<file path="src/rtl/vis_prefetch_pkg.sv">
// Shared configuration and state encoding for the visibility prefetch master.
// Optional pipelined burst mode is selected with VIS_PREFETCH_BURST_EN.
package vis_prefetch_pkg;
  localparam int unsigned DEF_ACCUM   = 24;
  localparam int unsigned DEF_COUNT   = 2;
  localparam int unsigned DEF_DBITS   = 1;
  localparam int unsigned DEF_BBITS   = 4;
  localparam int unsigned DEF_TBITS   = 4;
  localparam int unsigned DEF_TRATE   = 12;
  localparam int unsigned DEF_NBITS   = 8;
  localparam int unsigned DEF_TIMEOUT = 15;
  localparam int unsigned WBITS       = 3;

  typedef enum logic [2:0] {
    ST_IDLE,
    ST_ISSUE,
    ST_WAIT,
    ST_BURST,
    ST_FINISH
  } state_e;
endpackage

</file>
<file path="src/rtl/vis_prefetch_addr.sv">
// Nested word/slot/device read-address counter plus sequential buffer index.
module vis_prefetch_addr
  import vis_prefetch_pkg::*;
#(
  parameter int unsigned COUNT = DEF_COUNT,
  parameter int unsigned DBITS = DEF_DBITS,
  parameter int unsigned TBITS = DEF_TBITS,
  parameter int unsigned TRATE = DEF_TRATE,
  parameter int unsigned NBITS = DEF_NBITS
) (
  input  logic             clk_i,
  input  logic             rst_ni,
  input  logic             clr_i,
  input  logic             adv_i,
  input  logic             inc_i,
  output logic [DBITS-1:0] dev_o,
  output logic [TBITS-1:0] slot_o,
  output logic [WBITS-1:0] word_o,
  output logic             last_o,
  output logic [NBITS-1:0] idx_o
);
  localparam logic [DBITS-1:0] DEV_LAST  = DBITS'(COUNT - 1);
  localparam logic [TBITS-1:0] SLOT_LAST = TBITS'(TRATE - 1);

  logic [DBITS-1:0] dev_q, dev_d;
  logic [TBITS-1:0] slot_q, slot_d;
  logic [WBITS-1:0] word_q, word_d;
  logic [NBITS-1:0] idx_q, idx_d;

  always_comb begin
    dev_d  = dev_q;
    slot_d = slot_q;
    word_d = word_q;
    idx_d  = idx_q;
    if (clr_i) begin
      dev_d  = '0;
      slot_d = '0;
      word_d = '0;
      idx_d  = '0;
    end else begin
      if (adv_i) begin
        word_d = word_q + 1'b1;
        if (word_q == '1) begin
          if (slot_q == SLOT_LAST) begin
            slot_d = '0;
            dev_d  = (dev_q == DEV_LAST) ? '0 : dev_q + 1'b1;
          end else begin
            slot_d = slot_q + 1'b1;
          end
        end
      end
      if (inc_i) idx_d = idx_q + 1'b1;
    end
  end

  always_ff @(posedge clk_i or negedge rst_ni) begin
    if (!rst_ni) begin
      dev_q  <= '0;
      slot_q <= '0;
      word_q <= '0;
      idx_q  <= '0;
    end else begin
      dev_q  <= dev_d;
      slot_q <= slot_d;
      word_q <= word_d;
      idx_q  <= idx_d;
    end
  end

  assign dev_o  = dev_q;
  assign slot_o = slot_q;
  assign word_o = word_q;
  assign idx_o  = idx_q;
  assign last_o = (dev_q == DEV_LAST) && (slot_q == SLOT_LAST) && (word_q == '1);
endmodule

</file>
<file path="src/rtl/vis_prefetch.sv">
// Bus master draining one visibility bank from the correlator chain into the readout buffer.
// Define VIS_PREFETCH_BURST_EN for pipelined burst reads; default is one strobe per read.
module vis_prefetch
  import vis_prefetch_pkg::*;
#(
  parameter int unsigned ACCUM   = DEF_ACCUM,
  parameter int unsigned COUNT   = DEF_COUNT,
  parameter int unsigned DBITS   = DEF_DBITS,
  parameter int unsigned BBITS   = DEF_BBITS,
  parameter int unsigned TBITS   = DEF_TBITS,
  parameter int unsigned TRATE   = DEF_TRATE,
  parameter int unsigned ABITS   = DBITS + BBITS + TBITS + WBITS,
  parameter int unsigned NBITS   = DEF_NBITS,
  parameter int unsigned TIMEOUT = DEF_TIMEOUT
) (
  input  logic             clk_i,
  input  logic             rst_ni,
  input  logic             start_i,
  input  logic [BBITS-1:0] bank_i,
  output logic             busy_o,
  output logic             done_o,
  output logic             err_o,
  output logic             cyc_o,
  output logic             stb_o,
  output logic             we_o,
  output logic             bst_o,
  input  logic             ack_i,
  output logic [ABITS-1:0] adr_o,
  input  logic [ACCUM-1:0] dat_i,
  output logic             buf_we_o,
  output logic [NBITS-1:0] buf_adr_o,
  output logic [ACCUM-1:0] buf_dat_o
);
  localparam int unsigned      WDW     = $clog2(TIMEOUT + 1);
  localparam logic [WDW-1:0]   WD_LAST = WDW'(TIMEOUT - 1);

  state_e           state_q, state_d;
  logic [BBITS-1:0] bank_q, bank_d;
  logic             err_q, err_d;
  logic [WDW-1:0]   wd_q, wd_d;
  logic             buf_we_q;
  logic [NBITS-1:0] buf_adr_q;
  logic [ACCUM-1:0] buf_dat_q;

  logic             clr, adv, ack_acc, last;
  logic [DBITS-1:0] dev;
  logic [TBITS-1:0] slot;
  logic [WBITS-1:0] word;
  logic [NBITS-1:0] idx;

`ifdef VIS_PREFETCH_BURST_EN
  logic [3:0] out_q, out_d;
  logic       issued_q, issued_d;
`endif

  vis_prefetch_addr #(
    .COUNT(COUNT),
    .DBITS(DBITS),
    .TBITS(TBITS),
    .TRATE(TRATE),
    .NBITS(NBITS)
  ) u_addr (
    .clk_i (clk_i),
    .rst_ni(rst_ni),
    .clr_i (clr),
    .adv_i (adv),
    .inc_i (ack_acc),
    .dev_o (dev),
    .slot_o(slot),
    .word_o(word),
    .last_o(last),
    .idx_o (idx)
  );

  always_comb begin
    state_d = state_q;
    bank_d  = bank_q;
    err_d   = err_q;
    wd_d    = wd_q;
    clr     = 1'b0;
    adv     = 1'b0;
    ack_acc = 1'b0;
    busy_o  = 1'b0;
    cyc_o   = 1'b0;
    stb_o   = 1'b0;
    done_o  = 1'b0;
    bst_o   = 1'b0;
`ifdef VIS_PREFETCH_BURST_EN
    out_d    = out_q;
    issued_d = issued_q;
`endif
    unique case (state_q)
      ST_IDLE: begin
        if (start_i) begin
          bank_d = bank_i;
          err_d  = 1'b0;
          wd_d   = '0;
          clr    = 1'b1;
`ifdef VIS_PREFETCH_BURST_EN
          out_d    = '0;
          issued_d = 1'b0;
          state_d  = ST_BURST;
`else
          state_d  = ST_ISSUE;
`endif
        end
      end
`ifdef VIS_PREFETCH_BURST_EN
      ST_BURST: begin
        busy_o  = 1'b1;
        cyc_o   = 1'b1;
        bst_o   = 1'b1;
        stb_o   = !issued_q;
        ack_acc = ack_i && (out_q != '0);
        if (!issued_q) begin
          adv = 1'b1;
          if (last) issued_d = 1'b1;
        end
        out_d = out_q + {3'b000, stb_o} - {3'b000, ack_acc};
        // Watchdog restarts on every ack, so it measures silence since the last one.
        if (ack_acc) begin
          wd_d = '0;
        end else if (issued_q && out_q == '0) begin
          state_d = ST_FINISH;
        end else if (wd_q == WD_LAST) begin
          err_d   = 1'b1;
          state_d = ST_IDLE;
        end else begin
          wd_d = wd_q + 1'b1;
        end
      end
`else
      ST_ISSUE: begin
        busy_o  = 1'b1;
        cyc_o   = 1'b1;
        stb_o   = 1'b1;
        wd_d    = '0;
        state_d = ST_WAIT;
      end
      ST_WAIT: begin
        busy_o = 1'b1;
        cyc_o  = 1'b1;
        if (ack_i) begin
          ack_acc = 1'b1;
          adv     = 1'b1;
          state_d = last ? ST_FINISH : ST_ISSUE;
        end else if (wd_q == WD_LAST) begin
          err_d   = 1'b1;
          state_d = ST_IDLE;
        end else begin
          wd_d = wd_q + 1'b1;
        end
      end
`endif
      ST_FINISH: begin
        done_o  = 1'b1;
        state_d = ST_IDLE;
      end
      default: state_d = ST_IDLE;
    endcase
  end

  always_ff @(posedge clk_i or negedge rst_ni) begin
    if (!rst_ni) begin
      state_q   <= ST_IDLE;
      bank_q    <= '0;
      err_q     <= 1'b0;
      wd_q      <= '0;
      buf_we_q  <= 1'b0;
      buf_adr_q <= '0;
      buf_dat_q <= '0;
`ifdef VIS_PREFETCH_BURST_EN
      out_q     <= '0;
      issued_q  <= 1'b0;
`endif
    end else begin
      state_q  <= state_d;
      bank_q   <= bank_d;
      err_q    <= err_d;
      wd_q     <= wd_d;
      buf_we_q <= ack_acc;
      if (ack_acc) begin
        buf_adr_q <= idx;
        buf_dat_q <= dat_i;
      end
`ifdef VIS_PREFETCH_BURST_EN
      out_q    <= out_d;
      issued_q <= issued_d;
`endif
    end
  end

  assign err_o     = err_q;
  assign we_o      = 1'b0;
  assign adr_o     = {dev, bank_q, slot, word};
  assign buf_we_o  = buf_we_q;
  assign buf_adr_o = buf_adr_q;
  assign buf_dat_o = buf_dat_q;
endmodule

</file>
<file path="config.mk">
export PLATFORM = sky130hd
export DESIGN_NAME = vis_prefetch
export DESIGN_NICKNAME = d
export VERILOG_FILES = /design/src/rtl/vis_prefetch_pkg.sv /design/src/rtl/vis_prefetch_addr.sv /design/src/rtl/vis_prefetch.sv
export SDC_FILE = /design/constraint.sdc
export NUM_CORES = 1
export LEC_CHECK = 0
export BUFFER_PORTS_ARGS = -buffer_cell sky130_fd_sc_hd__buf_2
export CAP_MARGIN = 25
export CELL_PAD_IN_SITES_DETAIL_PLACEMENT = 0
export CELL_PAD_IN_SITES_GLOBAL_PLACEMENT = 2
export CORE_MARGIN = 3
export CORE_UTILIZATION = 33
export DETAILED_ROUTE_END_ITERATION = 8
export GPL_ROUTABILITY_DRIVEN = 0
export GPL_TIMING_DRIVEN = 0
export PLACE_DENSITY_LB_ADDON = 0.1
export SYNTH_ARGS = -nofsm -noshare
export SYNTH_HDL_FRONTEND = slang
export SYNTH_HIERARCHICAL = 1
export SYNTH_SLANG_ARGS = --single-unit
export TNS_END_PERCENT = 10
</file>
<file path="constraint.sdc">
create_clock -name clk_i -period 2.45 [get_ports clk_i]
set_clock_uncertainty 0.1 [all_clocks]
set_input_delay 0.1225 -clock clk_i [delete_from_list [all_inputs] [get_ports clk_i]]
set_output_delay 0.1225 -clock clk_i [all_outputs]
set_load 0.05 [all_outputs]
</file>
==> flow_metrics.tcl, run 1 <==
set metrics [dict create \
    syn_area_um2 2680 \
    yosysMostFrequentCell "dfrtp_1" \
    setup_violations 0 \
    nets 371 \
    cp_top_family "simple AND/OR/NAND/NOR gates" \
    grt_usage 0.132 \
    hpwl_um 3890 \
    ios 84 \
    diodes 0 \
    cts.path.max_buffers 2 \
    synth_area_leader_cell "dfrtp_1" \
    yosys.area_share.simple 0.116 \
    drc 0 \
    multi_input_area_um2 1050 \
    firstDrtPassIters 4 \
    yosys_warnings 6 \
    synth_top_area_share 0.569 \
    p_leak_nw 1.87 \
    tns_ps 0 \
    ctsHtreeMaxLevel 3 \
    cp-startpoint "state_q[2]$_DFFE_PN0P_" \
    postCtsResizedCells 0 \
    synth_fa_ha_area_frac 0.0280 \
    synth-compound-area-share 0.0574 \
    cp.depth 6 \
    placed_area_um2 3220 \
    drv_slew 0 \
    max_slew_margin 0.493 \
    cts_root_buffer "clkbuf_8" \
    critPathMaxFanout 12 \
    crit_chain "nor3_4, buf_4, buf_4, nand4_2, or4_1, a21oi_1" \
    max_clock_freq_ghz 0.467 \
    synth-xor-area-share 0.0163 \
    num_rows 32 \
    antenna_found_initial 0 \
    synth.top_cells.by_count "61 x dfrtp_1, 29 x mux2_1, 13 x nand2_1, 12 x nor2_1" \
    synth_top_family_by_area "multiplexers" \
    post_drt_via_cell_ratio 4.53 \
    clock_latency_ps 320 \
    r2r-end "u_addr/idx_o[7]$_DFFE_PN0P_" \
    hold_viol_final 0 \
    n_fill_cell 734 \
    ys_ff_latch 61 \
    synth_edf_count 0 \
    reg2reg_depth 6 \
    postSynthAreaPerCell_um2 12.9 \
    criticalPathCategory "reg -> reg" \
    cpMaxStageDelayCell "dfrtp_1" \
    num_vias 1988 \
    cts_sinks 61 \
    cap_violations 0 \
    coreArea_um2 7810 \
    wl_um 5780 \
    synthMuxAreaShare 0.170 \
    r2r_setup_slack_ps 310 \
    crit_arrival_ps 2290 \
    cpMostUsedCell "buf_4" \
    synthFlopType "dfrtp_1" \
    fin_crit_sh 0.875 \
    fin_crit_ps 2140 \
    max_stage_delay_ps 500 \
    ir_worst_vdd_mv 0.627 \
    ant_nets 0 \
    die_h_um 96.2 \
    fin_area_um2 3740 \
    synthTopCellsByArea "dfrtp_1 57%, mux2_1 12%, mux2_2 2.9%" \
    die_area_um2 9250 \
    grt_pass1_wl_um 9250 \
    tightest_slew_ps 761 \
    yosysSeqAreaShare 0.569 \
    r2r-start "state_q[2]$_DFFE_PN0P_" \
    tritoncts "yes" \
    power.density_nw_per_um2 1210 \
    status "complete, no violations" \
    critical_path.endpoint_type "register" \
    seq_area_um2 1530 \
    async_reset_ff_frac 1.00 \
    cp-start-kind "register" \
    start_util 0.344 \
    numPortBuffers 81 \
    yosys.cell_types.count 44 \
    grt_start_max_net_pins 62 \
    die_width_um 96.2 \
    clk_pin_slew_ps 70 \
    overflow 0 \
    cp-endpoint "u_addr/idx_o[7]$_DFFE_PN0P_" \
    drive_above_1_share 0.380 \
    rsz0062_at_grt "no" \
    p_total_mw 4.53 \
    hold_path.class "in -> reg" \
    grt_pass1_vias 1983 \
    drt_iter0_drc 22 \
    required_ps 2600 \
    cp_num_buf_inv 2 \
    area_delta_synth_final_pct 39.3 \
    drt-wirelength-per-cell_um 13.2 \
    syn_inst 208 \
    cts_made_buffers 9 \
]
==> cells by family (layout without fill, tap and decap cells) <==
| group | Yosys count | in the layout |
|---|---|---|
| flops | 61 | 61 |
| other cells | 1 | 2 |
| compound gates | 24 | 24 |
| xor+xnor | 5 | 5 |
| mux | 41 | 41 |
| buf+inv | 17 | 145 |
| simple gates | 53 | 53 |
| fa+ha+maj | 6 | 6 |
==> worst min path at each step <==
stage / start / end / slack, ps / cells after the start
after CTS: ack_i / err_o$_DFFE_PN0P_ / 60 / 4
final: ack_i / err_o$_DFFE_PN0P_ / 80 / 4
after global placement: dat_i[13] / buf_dat_o[13]$_DFFE_PN0P_ / 240 / 2
after floorplan: rst_ni / bank_q[0]$_DFFE_PN0P_ / -270 / 0
after detailed placement: rst_ni / buf_dat_o[5]$_DFFE_PN0P_ / 160 / 1
after global routing: ack_i / err_o$_DFFE_PN0P_ / 100 / 4
==> worst min-delay path: stages <==
cell and delay, ps:
buf_2 110, nor4_1 50, o21ai_0 130, nand2_1 50
==> where the power goes <==
group / internal, mW / leakage [nW] / switching, mW
combinational: 0.626 / 0.985 / 1.55
clock: 0.516 / 0.101 / 0.383
sequential: 1.31 / 0.786 / 0.148
==> layer usage <==
| metal | vias up | wire length, um | part of all wire | track usage |
|---|---|---|---|---|
| li1 | 975 | - | - | - |
| met1 | 958 | 2540 | 0.44 | 0.156 |
| met2 | 49 | 2850 | 0.49 | 0.224 |
| met3 | 6 | 332 | 0.057 | 0.0430 |
| met4 | 0 | 51 | 0.0088 | 0.0462 |
| met5 | - | 0 | 0 | 0 |
==> timing repair <==
action,in CTS,in global routing
buffers inserted,0,2
hold buffers,30,0
endpoints found under the hold margin,90,0
endpoints found under the setup margin,0,2
==> placed cells by master (no fill, tap or decap), types with 4 or more instances in the layout <==
| master | netlist | routed |
|---|---|---|
| a21oi_1 | 9 | 9 |
| buf_2 | 0 | 80 |
| buf_4 | 9 | 12 |
| clkbuf_8 | 0 | 11 |
| dfrtp_1 | 61 | 61 |
| dlygate4sd3_1 | 0 | 30 |
| ha_1 | 6 | 6 |
| inv_1 | 4 | 4 |
| mux2_1 | 29 | 29 |
| mux2_2 | 7 | 7 |
| mux2i_1 | 5 | 5 |
| nand2_1 | 13 | 13 |
| nand3_1 | 6 | 6 |
| nor2_1 | 12 | 12 |
| o21ai_0 | 6 | 6 |
==> layout make-up <==
class                           count  area share
Buffer                             13      0.0261
Clock buffer                       11      0.0405
Clock inverter                      4      0.0127
Inverter                            4     0.00402
Multi-Input combinational cell    131       0.280
Sequential cell                    61       0.409
Tap cell                          102      0.0342
Timing Repair Buffer              113       0.194
==> flip-flops by register name, summed over array words and instances (netlist names) <==
name	count
buf_dat_o	24
buf_adr_o	8
u_addr/idx_o	8
bank_q	4
u_addr/slot_o	4
wd_q	4
state_q	3
u_addr/word_o	3
buf_we_o	1
err_o	1
u_addr/dev_o	1
==> stage by stage <==
stage / worst slack [ps] / utilization / instances / hold slack (ps)
4_1_cts: 90.4 / 0.477 / 437 / 59.4
6_report: 306 / 0.479 / 439 / 79.2
5_1_grt: 149 / 0.479 / 439 / 104
2_1_floorplan: 416 / - / 209 / -273
3_5_place_dp: 110 / 0.413 / 392 / 158
3_3_place_gp: 78.6 / 0.412 / 392 / 238
No activity file was read; power rests on OpenSTA's default activity.
==> run 2: changes to the inputs <==
--- a/config.mk
+++ b/config.mk
@@ -5,12 +5,13 @@
 export SDC_FILE = /design/constraint.sdc
 export NUM_CORES = 1
 export LEC_CHECK = 0
+export ABC_AREA = 1
 export BUFFER_PORTS_ARGS = -buffer_cell sky130_fd_sc_hd__buf_2
 export CAP_MARGIN = 25
 export CELL_PAD_IN_SITES_DETAIL_PLACEMENT = 0
 export CELL_PAD_IN_SITES_GLOBAL_PLACEMENT = 2
 export CORE_MARGIN = 3
-export CORE_UTILIZATION = 33
+export CORE_UTILIZATION = 29
 export DETAILED_ROUTE_END_ITERATION = 8
 export GPL_ROUTABILITY_DRIVEN = 0
 export GPL_TIMING_DRIVEN = 0
==> run 2 against run 1 <==
  * Final area down 0.60%
  * Sequential power up 3%
  * Fmax up 12%
  * Via count up 19%
  * Critical path type unchanged
  * Global-route usage up 0.85 points
  * Sequential share of layout area up 0.25 points
  * Power about the same
  * Count of clock-buffer cells in the layout up 2
  * Register-to-register slack better by 240 ps
==> flow_metrics.tcl, run 2 <==
set metrics [dict create \
    status "complete, no violations" \
    power.density_nw_per_um2 1220 \
    synth.top_cells.by_count "149 x nand2_1, 61 x dfrtp_1, 25 x inv_1, 18 x nor2_1, 11 x nand3_1" \
    tightest_slew_ps 827 \
    criticalPathCategory "reg -> reg" \
    cp_top_family "simple AND/OR/NAND/NOR gates" \
    layout_commonest_cell "nand2_1" \
    yosysSeqAreaShare 0.563 \
    wl_um 6690 \
    crit_chain "nor2_4, nand3_4, clkinv_2, buf_6, nand2_1, nand2_1, nand2_1, nand2_1, o21ai_1" \
    synth_edf_count 0 \
    hold_viol_final 0 \
    die_h_um 103 \
    grt_pass1_vias 2471 \
    nets 481 \
    p_total_mw 4.53 \
    max_stage_delay_ps 430 \
    synthTopCellsByArea "dfrtp_1 56%, nand2_1 21%, inv_1 3.5%" \
    clock_latency_ps 330 \
    post_cts_buffers 0 \
    ctsHtreeMaxLevel 3 \
    yosys.cell_types.count 25 \
    n_fill_cell 927 \
    drv_slew 0 \
    setup_violations 0 \
    tns_ps 0 \
    cts_hold_repair.buffers 29 \
    p_leak_nw 2.12 \
    seq_area_um2 1530 \
    fin_crit_sh 0.778 \
    async_reset_ff_frac 1.00 \
    area_delta_synth_final_pct 36.9 \
    hpwl_um 4550 \
    cp-start-kind "register" \
    cp_num_buf_inv 2 \
    ir_worst_vdd_mv 0.548 \
    post_layout_nonfiller_instances 555 \
    num_vias 2371 \
    worst_hold_slack_ps 32.2 \
    cpMaxStageDelayCell "dfrtp_1" \
    place_ws_ps 522 \
    grt_start_max_net_pins 62 \
    grt_usage 0.141 \
    synth_area_leader_cell "dfrtp_1" \
    synthFlopType "dfrtp_1" \
    ant_nets 0 \
    required_ps 2570 \
    postSynthAreaPerCell_um2 8.45 \
    setup_slack_ps 544 \
    die_area_um2 10600 \
    coreArea_um2 8890 \
    drive_above_1_share 0.262 \
    max_clock_freq_ghz 0.525 \
    yosysMostFrequentCell "nand2_1" \
    drt-wirelength-per-cell_um 12.1 \
    max_slew_margin 0.449 \
    multi_input_area_um2 1000 \
    holdCritStartpoint "start_i" \
    drc 0 \
    cts.path.max_buffers 2 \
    rsz0062_at_grt "no" \
    postCtsResizedCells 0 \
    diodes 0 \
    ios 84 \
    syn_area_um2 2710 \
    cts_root_buffer "clkbuf_8" \
    largest_reg_flops 24 \
    tritoncts "yes" \
    cap_violations 0 \
    die_width_um 103 \
    drt_iter0_drc 58 \
    yosys_warnings 6 \
    cpMostUsedCell "nand2_1" \
    cts_made_buffers 9 \
    antenna_found_initial 0 \
    numPortBuffers 81 \
    clk_pin_slew_ps 60 \
    hold_path.class "in -> reg" \
    critPathMaxFanout 21 \
    crit_arrival_ps 2030 \
    syn_inst 321 \
    cp-startpoint "state_q[2]$_DFFE_PN0P_" \
    most-common-layout-cells "149 x nand2_1, 85 x buf_2, 61 x dfrtp_1, 29 x dlygate4sd3_1, 25 x inv_1" \
    overflow 0 \
    num_rows 34 \
    synth_top_area_share 0.563 \
    fin_crit_ps 1910 \
    r2r-start "state_q[2]$_DFFE_PN0P_" \
    placed_cells 511 \
    cts_sinks 61 \
    start_util 0.305 \
    firstDrtPassIters 4 \
    ys_ff_latch 61 \
    post_drt_via_cell_ratio 4.27 \
    grt_pass1_wl_um 11500 \
    critical_path.endpoint_type "register" \
]
-- run 2: cell types whose count changed in the layout (fill, tap and decap cells not counted), sizes merged, moves of 3 or more --
| cell | before | now |
|---|---|---|
| or3 | 3 | 0 |
| nor2 | 13 | 21 |
| inv | 4 | 25 |
| or3b | 3 | 0 |
| nand2 | 14 | 151 |
| mux2i | 5 | 0 |
| nand3 | 6 | 13 |
| mux2 | 36 | 0 |
| or2 | 0 | 3 |
-- run 2: final timing paths --
| check | endpoint | slack, ps | depth (start not counted) |
|---|---|---|---|
| setup / recovery | u_addr/dev_o$_DFFE_PN0P_ | 540 | 9 |
| hold / removal | bank_q[3]$_DFFE_PN0P_ | 30 | 4 |
| setup reg to reg | u_addr/dev_o$_DFFE_PN0P_ | 540 | 9 |
| hold reg to reg | buf_dat_o[14]$_DFFE_PN0P_ | 370 | 2 |
| max in group asynchronous | buf_dat_o[6]$_DFFE_PN0P_ | 1370 | 2 |
| min in group asynchronous | wd_q[2]$_DFFE_PN0P_ | 300 | 2 |
-- run 2: stage by stage --
stage,utilization,area (um2)
4_1_cts,0.418,3710
6_report,0.418,3710
5_1_grt,0.418,3710
2_1_floorplan,-,2720
3_3_place_gp,0.367,3260
3_5_place_dp,0.367,3260
-- run 2: report_power, final --
part | total [mW] | switching, mW | internal, mW
clock network | 0.758 | 0.371 | 0.387
logic | 2.27 | 1.72 | 0.552
registers | 1.50 | 0.185 | 1.32
total | 4.53 | 2.27 | 2.26
-- run 2: area by class of cell --
| cell class | count | area share |
|---|---|---|
| tap | 108 | 0.0364 |
| multi-input combinational | 222 | 0.270 |
| clock buffer | 13 | 0.0401 |
| timing repair buffer | 110 | 0.188 |
| clock inverter | 2 | 0.00270 |
| inverter | 27 | 0.0280 |
| sequential | 61 | 0.411 |
| buffer | 12 | 0.0239 |
-- run 2: cell families (layout without fill, tap and decap cells) --
family / after synthesis / after routing / synth area share
buffers and inverters: 39 / 164 / 0.0710
other: 1 / 2 / 0.00138
AO/OA/AOI/OAI: 17 / 17 / 0.0314
XOR/XNOR: 3 / 3 / 0.00969
adder cells (fa/ha/maj): 6 / 6 / 0.0277
flip-flops: 61 / 61 / 0.563
AND/OR/NAND/NOR: 194 / 194 / 0.296
-- run 2: layer usage --
layer	track usage	vias up	wire [um]
met4	0.0414	0	63
met3	0.0548	5	500
li1	-	1223	-
met1	0.166	1081	3000
met5	0	-	0
met2	0.238	62	3130
-- run 2: tightest hold or removal path: cells and delay by family --
family        cells  cell delay, ps
simple gates      3             210
buf+inv           1              90
